--- config.mk ---
export PLATFORM = sky130hd
export DESIGN_NAME = uart_tx
export DESIGN_NICKNAME = d
export VERILOG_FILES = /design/src/rtl/uart_pkg.sv /design/src/rtl/uart_baud_counter.sv /design/src/rtl/uart_tx.sv
export SDC_FILE = /design/constraint.sdc
export NUM_CORES = 1
export LEC_CHECK = 0
export CORE_MARGIN = 10
export CORE_UTILIZATION = 60
export CTS_BUF_LIST = sky130_fd_sc_hd__clkbuf_8 sky130_fd_sc_hd__clkbuf_16
export CTS_CLUSTER_DIAMETER = 200
export CTS_CLUSTER_SIZE = 30
export DETAILED_ROUTE_END_ITERATION = 16
export GPL_TIMING_DRIVEN = 0
export PLACE_DENSITY = 0.84
export SYNTH_ARGS = -nofsm -noshare
export SYNTH_HDL_FRONTEND = slang
export SYNTH_SLANG_ARGS = --single-unit
--- constraint.sdc ---
create_clock -name clk -period 4.9 [get_ports clk]
set_input_delay 0.735 -clock clk [delete_from_list [all_inputs] [get_ports clk]]
set_output_delay 0.735 -clock clk [all_outputs]
set_load 0.02 [all_outputs]
--- src/rtl/uart_pkg.sv ---
// Shared UART types and helpers for the test-counter datapath.
// Parity support in uart_tx is selected with the UART_TX_PARITY_EN macro.
package uart_pkg;

    typedef enum logic [2:0] {
        IDLE,
        START,
        DATA,
        PARITY,
        STOP
    } uart_tx_state_t;

    localparam int UART_DEFAULT_CLKS_PER_BIT = 434;

    // Even parity over up to 9 data bits; callers zero-extend narrower words.
    function automatic logic even_parity(input logic [8:0] bits);
        return ^bits;
    endfunction

endpackage

--- src/rtl/uart_baud_counter.sv ---
// Bit-period timer: counts 0..CLKS_PER_BIT-1 and flags the terminal count.
// Shared by uart_tx and a future uart_rx.
module uart_baud_counter #(
    parameter int CLKS_PER_BIT = 434
) (
    input  logic clk,
    input  logic i_reset,
    input  logic i_clear,
    output logic o_tick
);

    localparam int CW = $clog2(CLKS_PER_BIT);
    localparam logic [CW-1:0] TERMINAL = CW'(CLKS_PER_BIT - 1);

    logic [CW-1:0] count;

    // NOTE: reset is synchronous, so it lives inside the clocked branch, not in the sensitivity list.
    always_ff @(posedge clk) begin
        if (i_reset || i_clear) begin
            count <= '0;
        end else if (count == TERMINAL) begin
            count <= '0;
        end else begin
            count <= count + CW'(1);
        end
    end

    assign o_tick = (count == TERMINAL);

endmodule

--- src/rtl/uart_tx.sv ---
// UART transmitter: one word per i_dv in IDLE, sent LSB first with start/stop framing.
// Define UART_TX_PARITY_EN to insert an even-parity bit after the data bits.
module uart_tx
    import uart_pkg::*;
#(
    parameter int WIDTH        = 8,
    parameter int CLKS_PER_BIT = UART_DEFAULT_CLKS_PER_BIT,
    parameter int STOP_BITS    = 1
) (
    input  logic             clk,
    input  logic             i_reset,
    input  logic             i_dv,
    input  logic [WIDTH-1:0] i_data,
    output logic             o_tx,
    output logic             o_busy,
    output logic             o_done
);

    localparam int BW = $clog2(WIDTH);
    localparam logic [BW-1:0] LAST_DATA = BW'(WIDTH - 1);
    localparam logic [BW-1:0] LAST_STOP = BW'(STOP_BITS - 1);

    uart_tx_state_t   state;
    logic [BW-1:0]    bit_cnt;
    logic [WIDTH-1:0] shift;
    logic             tick;
`ifdef UART_TX_PARITY_EN
    logic             parity_bit;
`endif

    // Held clear in IDLE; every other state change happens on a tick, where the counter wraps to 0.
    uart_baud_counter #(
        .CLKS_PER_BIT(CLKS_PER_BIT)
    ) baud (
        .clk    (clk),
        .i_reset(i_reset),
        .i_clear(state == IDLE),
        .o_tick (tick)
    );

    // NOTE: every register here is state, so only non-blocking assignments appear in this block.
    always_ff @(posedge clk) begin
        if (i_reset) begin
            state   <= IDLE;
            bit_cnt <= '0;
            shift   <= '0;
            o_tx    <= 1'b1;
            o_busy  <= 1'b0;
            o_done  <= 1'b0;
`ifdef UART_TX_PARITY_EN
            parity_bit <= 1'b0;
`endif
        end else begin
            o_done <= 1'b0;
            case (state)
                IDLE: begin
                    if (i_dv) begin
                        shift  <= i_data;
`ifdef UART_TX_PARITY_EN
                        parity_bit <= even_parity(9'(i_data));
`endif
                        o_tx   <= 1'b0;
                        o_busy <= 1'b1;
                        state  <= START;
                    end
                end
                START: begin
                    if (tick) begin
                        o_tx    <= shift[0];
                        shift   <= shift >> 1;
                        bit_cnt <= '0;
                        state   <= DATA;
                    end
                end
                DATA: begin
                    if (tick) begin
                        if (bit_cnt == LAST_DATA) begin
                            bit_cnt <= '0;
`ifdef UART_TX_PARITY_EN
                            o_tx  <= parity_bit;
                            state <= PARITY;
`else
                            o_tx  <= 1'b1;
                            state <= STOP;
`endif
                        end else begin
                            bit_cnt <= bit_cnt + BW'(1);
                            o_tx    <= shift[0];
                            shift   <= shift >> 1;
                        end
                    end
                end
`ifdef UART_TX_PARITY_EN
                PARITY: begin
                    if (tick) begin
                        o_tx    <= 1'b1;
                        bit_cnt <= '0;
                        state   <= STOP;
                    end
                end
`endif
                STOP: begin
                    if (tick) begin
                        if (bit_cnt == LAST_STOP) begin
                            o_busy <= 1'b0;
                            o_done <= 1'b1;
                            state  <= IDLE;
                        end else begin
                            bit_cnt <= bit_cnt + BW'(1);
                        end
                    end
                end
                default: state <= IDLE;
            endcase
        end
    end

endmodule

==> results.toml, run 1 <==
[final_layout]
nFillCells = 189
finalNonFillerCells = 214
regArea_um2 = 520
multiInputGateArea_um2 = 820
final_cell_mix = "dfxtp_1 (26), inv_1 (16), nor2_1 (16), clkdlybuf4s50_1 (12)"
final_layout_size_suffix_gt1_share_pct = 8.60
utilization_pct = 74.6
syn2layout_area_growth_pct = 15.6
final_common_cell = "dfxtp_1"
n_antenna_cell = 0
layout.nets = 203

[sta]
period_needed_ps = 2170
min_period_over_period_pct = 44.3
clock_skew_ps = 6.32
setup_viol = 0
slew_headroom_pct = 53.5
fmax_mhz = 460
hold_viol_final = 0
maxSlewViolCount = 0
rsz0062_at_grt = "false"
tightestPinTransition_ps = 695
tns_ps = 0

[clock_network]
cts_tree = "built"
clk_path_buf_depth = 2
cts.sinks = 26
cts_setup_buffers = 0
clock_tree.root_cell = "clkbuf_8"
cts_buffers = 3
clk_pin_slew_worst_paths_ps = 100
htreeDepth = 1
clock_latency_ps = 280
cts_hold_buf = 0
ctsResizeCount = 0

[setup_path]
crit_buf_inv = 2
slowest_stage = "clkdlybuf4s50_1"
crit_required_ps = 5110
critical_path.max_stage_delay_ps = 520
cp_data_arrival_time_ps = 2380
cp_top_family = "buffers and inverters"
cp_cell_sequence = "clkdlybuf4s50_1, or3_1, clkbuf_1, and2_1, o2111ai_2, o21ai_1"
path_max_fanout = 9
endpoint_kind = "flip-flop"
criticalPathCategory = "in -> reg"
rrSetupSlack_ps = 2950
critPathLaunchType = "input pin"

[grt]
met2_usage_pct = 23.9
antenna_found_initial = 0
top_usage_layer = "met2"
grt_start_max_net_pins = 16
grt_pass1_wl_mm = 5.65
gr-total-overflow = 0
grt_use_met1_pct = 15.5
met3_usage_pct = 2.43
grt_pass1_vias = 1241
grtUsageTotal_pct = 13.5

[placement]
dpl.cell_count = 210
portBuffers = 12
place_hpwl_mm = 2.48
gp_congestion = 0.874

[logic_synthesis]
ys_types = 41
synth_area_um2 = 1460
avgSynthCellArea_um2 = 8.56
synthCells = 170
synth-seq-cells = 26
yosysWarnings = 0
syn_nets = 186
ys_seq_area_share_pct = 35.8

[drt]
drc = 0
viasPerCell = 6.12
drtAntennaViolNets = 0
vias = 1309
drt-total-wl_mm = 3.34
drt_iter0_drc = 111
drt_pass1_iterations = 4
routedWlPerCell_um = 15.6

[power]
power_switching_w = 0.000106
clkPwrFrac_pct = 39.5
p_per_area_nw_per_um2 = 273
p_seq_share_pct = 49.1
irDropWorstVdd_uv = 196
power.internal_w = 0.000353
combPwrFrac_pct = 11.4
switching_share_pct = 23.1
p_leak_nw = 0.609

[die]
fp-row-count = 17
start_util_pct = 64.5
core_um2 = 2250
die_y_um = 69.2
dieArea_um2 = 4790
die_x_um = 69.2
io_pins = 14

[status]
status = "finished clean"

[min_path]
hold_path.class = "reg -> reg"

[run]
maxCapViolations = 0
[worst paths after layout]
| check | start | to | cells past startpoint |
|---|---|---|---|
| worst min register to register | o_busy$_SDFFE_PP0P_ | o_busy$_SDFFE_PP0P_ | 2 |
| worst max register to register | bit_cnt[0]$_SDFFE_PP0P_ | shift[7]$_SDFFE_PP0P_ | 6 |
| worst min-delay path | o_busy$_SDFFE_PP0P_ | o_busy$_SDFFE_PP0P_ | 2 |
| worst max-delay path | i_dv | shift[1]$_SDFFE_PP0P_ | 6 |
[layer usage]
layer / share of wire, % / wire [um] / up-vias
met5: 0 / 0 / -
met4: 1.6 / 55 / 0
met3: 5.2 / 175 / 8
met2: 50 / 1670 / 36
met1: 43 / 1440 / 625
li1: - / - / 640
[Yosys cell counts]
library cell	n	area share [%]
dfxtp_1	26	36
inv_1	16	4.1
nor2_1	16	4.1
mux2i_1	9	6.2
nand3_1	9	3.1
o21ai_1	9	3.1
a311oi_1	7	4.2
a41oi_1	7	4.2
clkbuf_1	7	1.8
nand2_1	7	1.8
ha_1	5	4.3
nor3_1	5	1.7
xnor2_1	5	3.0
a21oi_1	4	1.4
and3_1	3	1.3
o21ai_0	3	1.0
xor2_1	3	1.8
and2_1	2	0.86
mux2_2	2	1.5
nand2b_1	2	0.86
nor2b_1	2	0.86
or3_1	2	0.86
a211oi_1	1	0.52
a221oi_2	1	1.0
a22oi_1	1	0.52
a31oi_1	1	0.43
a32o_1	1	0.69
buf_2	1	0.34
buf_4	1	0.52
buf_6	1	0.77
clkbuf_2	1	0.34
nand4_1	1	0.43
nor4_1	1	0.43
nor4_4	1	1.5
o2111ai_2	1	1.0
o211ai_1	1	0.52
o221ai_1	1	0.60
o41ai_1	1	0.60
or2_2	1	0.43
or2_4	1	0.60
or4_4	1	0.77
[metrics by stage]
stage,hold slack [ps],setup slack (ps),instance area [um2],power [W]
2_1_floorplan,430,3150,1460,0.000263
3_3_place_gp,443,2500,1610,0.000281
3_5_place_dp,455,2440,1610,0.000283
4_1_cts,467,2730,1680,0.000459
5_1_grt,488,2620,1680,0.000474
6_report,466,2730,1680,0.000460
[kinds of logic after synthesis]
group	Yosys count	share of synthesized area [%]
and+or+nand+nor	54	19.6
adders and majority gates	5	4.30
buffers and inverters	27	7.91
AOI/OAI and AO/OA	39	19.9
DFF	26	35.8
xor gates and xnor gates	8	4.82
muxes	11	7.74
[worst reg2reg max path: cells and delay by family (launching register included)]
family / cells / cell delay [ps]
AOI/OAI and AO/OA: 2 / 770
adders and majority gates: 2 / 430
DFF: 1 / 320
muxes: 1 / 220
and+or+nand+nor: 1 / 150
[final cells by class]
| type | instances | share of cell area (%) |
|---|---|---|
| multi-input combinational | 117 | 48.7 |
| tap | 28 | 2.08 |
| timing repair buffer | 12 | 7.14 |
| clock buffer | 3 | 2.46 |
| sequential | 26 | 31.0 |
| buffer | 11 | 3.27 |
| inverter | 16 | 3.57 |
| clock inverter | 1 | 1.79 |
[sequential cells by signal, summed over array words and instances (netlist names)]
signal	cells
baud.count	9
shift	8
bit_cnt	3
state	3
o_busy	1
o_done	1
o_tx	1
[power by group through the flow]
stage / Clock [W] / Sequential, W / Combinational [W]
2_1_floorplan: 0 / 0.000231 / 0.0000320
3_3_place_gp: 0 / 0.000230 / 0.0000509
3_5_place_dp: 0 / 0.000231 / 0.0000524
4_1_cts: 0.000180 / 0.000226 / 0.0000525
5_1_grt: 0.000189 / 0.000227 / 0.0000580
6_report: 0.000181 / 0.000226 / 0.0000525
Note: power is estimated with default switching activity, not from simulation.
==> inputs of run 2 (changes only) <==
--- a/config.mk
+++ b/config.mk
@@ -6,13 +6,13 @@
 export NUM_CORES = 1
 export LEC_CHECK = 0
 export CORE_MARGIN = 10
-export CORE_UTILIZATION = 60
+export CORE_UTILIZATION = 56
 export CTS_BUF_LIST = sky130_fd_sc_hd__clkbuf_8 sky130_fd_sc_hd__clkbuf_16
 export CTS_CLUSTER_DIAMETER = 200
 export CTS_CLUSTER_SIZE = 30
 export DETAILED_ROUTE_END_ITERATION = 16
 export GPL_TIMING_DRIVEN = 0
-export PLACE_DENSITY = 0.84
+export PLACE_DENSITY = 0.79
 export SYNTH_ARGS = -nofsm -noshare
 export SYNTH_HDL_FRONTEND = slang
 export SYNTH_SLANG_ARGS = --single-unit
==> constraint.sdc (replaced) <==
create_clock -name clk -period 2.05 [get_ports clk]
set_input_delay 0.3075 -clock clk [delete_from_list [all_inputs] [get_ports clk]]
set_output_delay 0.3075 -clock clk [all_outputs]
set_load 0.02 [all_outputs]
==> run 2 against run 1 <==
Total power is 140% higher. Clock power increased by 130%. Setup slack worse by 2500 ps. Register-to-register slack got worse by 2800 ps. Highest routed layer unchanged.
==> results.toml, run 2 (synthesized netlist as in run 1, its figures left out) <==
[status]
status = "finished clean"

[clock_network]
clock_latency_ps = 270
clock_tree.root_cell = "clkbuf_8"
cts_buffers = 3
cts_tree = "built"
cts_setup_buffers = 0
clk_path_buf_depth = 2
htreeDepth = 1
clk_pin_slew_worst_paths_ps = 100
cts.sinks = 26

[power]
irDropWorstVdd_uv = 439
p_total_w = 0.00109
p_leak_nw = 0.609
p_per_area_nw_per_um2 = 646

[placement]
portBuffers = 12
gp_congestion = 0.879
place_hpwl_mm = 2.49
pre_cts_ws_ps = 51.1

[drt]
viasPerCell = 5.91
drt_iter0_drc = 115
drt-total-wl_mm = 3.26
drc = 0
drt_pass1_iterations = 4
drtAntennaViolNets = 0
vias = 1277
routedWlPerCell_um = 15.1

[die]
start_util_pct = 58.7
die_x_um = 71.0
io_pins = 14
core_um2 = 2480
fp-row-count = 18
dieArea_um2 = 5040
die_y_um = 71.0

[setup_path]
criticalPathCategory = "reg -> reg"
critical_path.max_stage_delay_ps = 560
critPathLaunchType = "flip-flop"
endpoint_kind = "flip-flop"
crit_required_ps = 2210
slowest_stage = "nor2_1"
path_max_fanout = 10
cp_data_arrival_time_ps = 2030
cp_cell_sequence = "buf_4, xnor2_1, nor2_1, o21ai_1, mux2_2"

[final_layout]
largest_reg_flops = 9
layout.nets = 203
syn2layout_area_growth_pct = 16.0
regMostFlops = "baud.count"
final_layout_size_suffix_gt1_share_pct = 9.14
n_antenna_cell = 0
final_common_cell = "dfxtp_1"
reg.largest.list = "baud.count: 9 flops, shift: 8 flops"
final_cell_mix = "dfxtp_1 (26), inv_1 (16), nor2_1 (16), clkdlybuf4s50_1 (12)"

[sta]
min_period_over_period_pct = 91.3
tightestPinTransition_ps = 719
rsz0062_at_grt = "false"
hold_viol_final = 0
slew_headroom_pct = 51.9
fmax_mhz = 535
maxSlewViolCount = 0
setup_viol = 0
period_needed_ps = 1870
clock_skew_ps = 5.69
worst_slack_ps = 179
tns_ps = 0

[grt]
grt_start_max_net_pins = 16
grtUsageTotal_pct = 13.2
grt_pass1_vias = 1287
antenna_found_initial = 0
grt_pass1_wl_mm = 5.75
gr-total-overflow = 0

[run]
maxCapViolations = 0

[min_path]
hold_path.class = "reg -> reg"
run 2: report_power, final:
group / internal [W] / switching (W)
clock network: 0.000261 / 0.000164
registers: 0.000525 / 0.0000145
logic: 0.0000581 / 0.0000687
total: 0.000844 / 0.000247
run 2: cell type report:
class / count / area, um2
tap: 30 / 37.5
timing repair buffer: 12 / 120
clock buffer: 3 / 41.3
multi-input combinational: 117 / 823
clock inverter: 1 / 30.0
fill: 222 / 790
inverter: 16 / 60.1
sequential: 26 / 520
buffer: 11 / 55.1
run 2: worst max-delay path, delay by kind of cell (launching register included):
kind                   cells  cell delay (ps)
AND/OR/NAND/NOR            1              560
flip-flops                 1              320
AO/OA/AOI/OAI              1              260
XOR/XNOR                   1              140
multiplexers               1              320
buffers and inverters      1              170
run 2: layer usage:
layer	up-vias	track usage, %	part of all wire [%]
met5	-	0	0
met4	0	4.95	0.98
met3	4	2.23	5.2
met2	33	22.6	49
met1	599	16.1	45
li1	641	-	-
run 2: stage by stage:
stage	cell area (um2)	utilization (%)	std cells	hold WS, ps
after global routing	1690	68.1	216	499
after floorplan	1460	-	170	430
after global placement	1610	65.1	212	443
after detailed placement	1610	65.1	212	454
after CTS	1680	68.0	216	474
final	1690	68.1	216	468
run 2: worst paths after layout:
kind         cells after the start                     start                  endpoint  slack, ps
max                              5     state[1]$_SDFFE_PP0P_   bit_cnt[0]$_SDFFE_PP0P_        180
max reg2reg                      5     state[1]$_SDFFE_PP0P_   bit_cnt[0]$_SDFFE_PP0P_        180
min reg2reg                      1  baud.count[0]$_SDFF_PP0_  baud.count[0]$_SDFF_PP0_        470
min                              1  baud.count[0]$_SDFF_PP0_  baud.count[0]$_SDFF_PP0_        470
run 2: timing repair:
action	CTS	global route
hold buffers	0	0
gates resized for setup	0	1
endpoints found under the setup margin	0	9
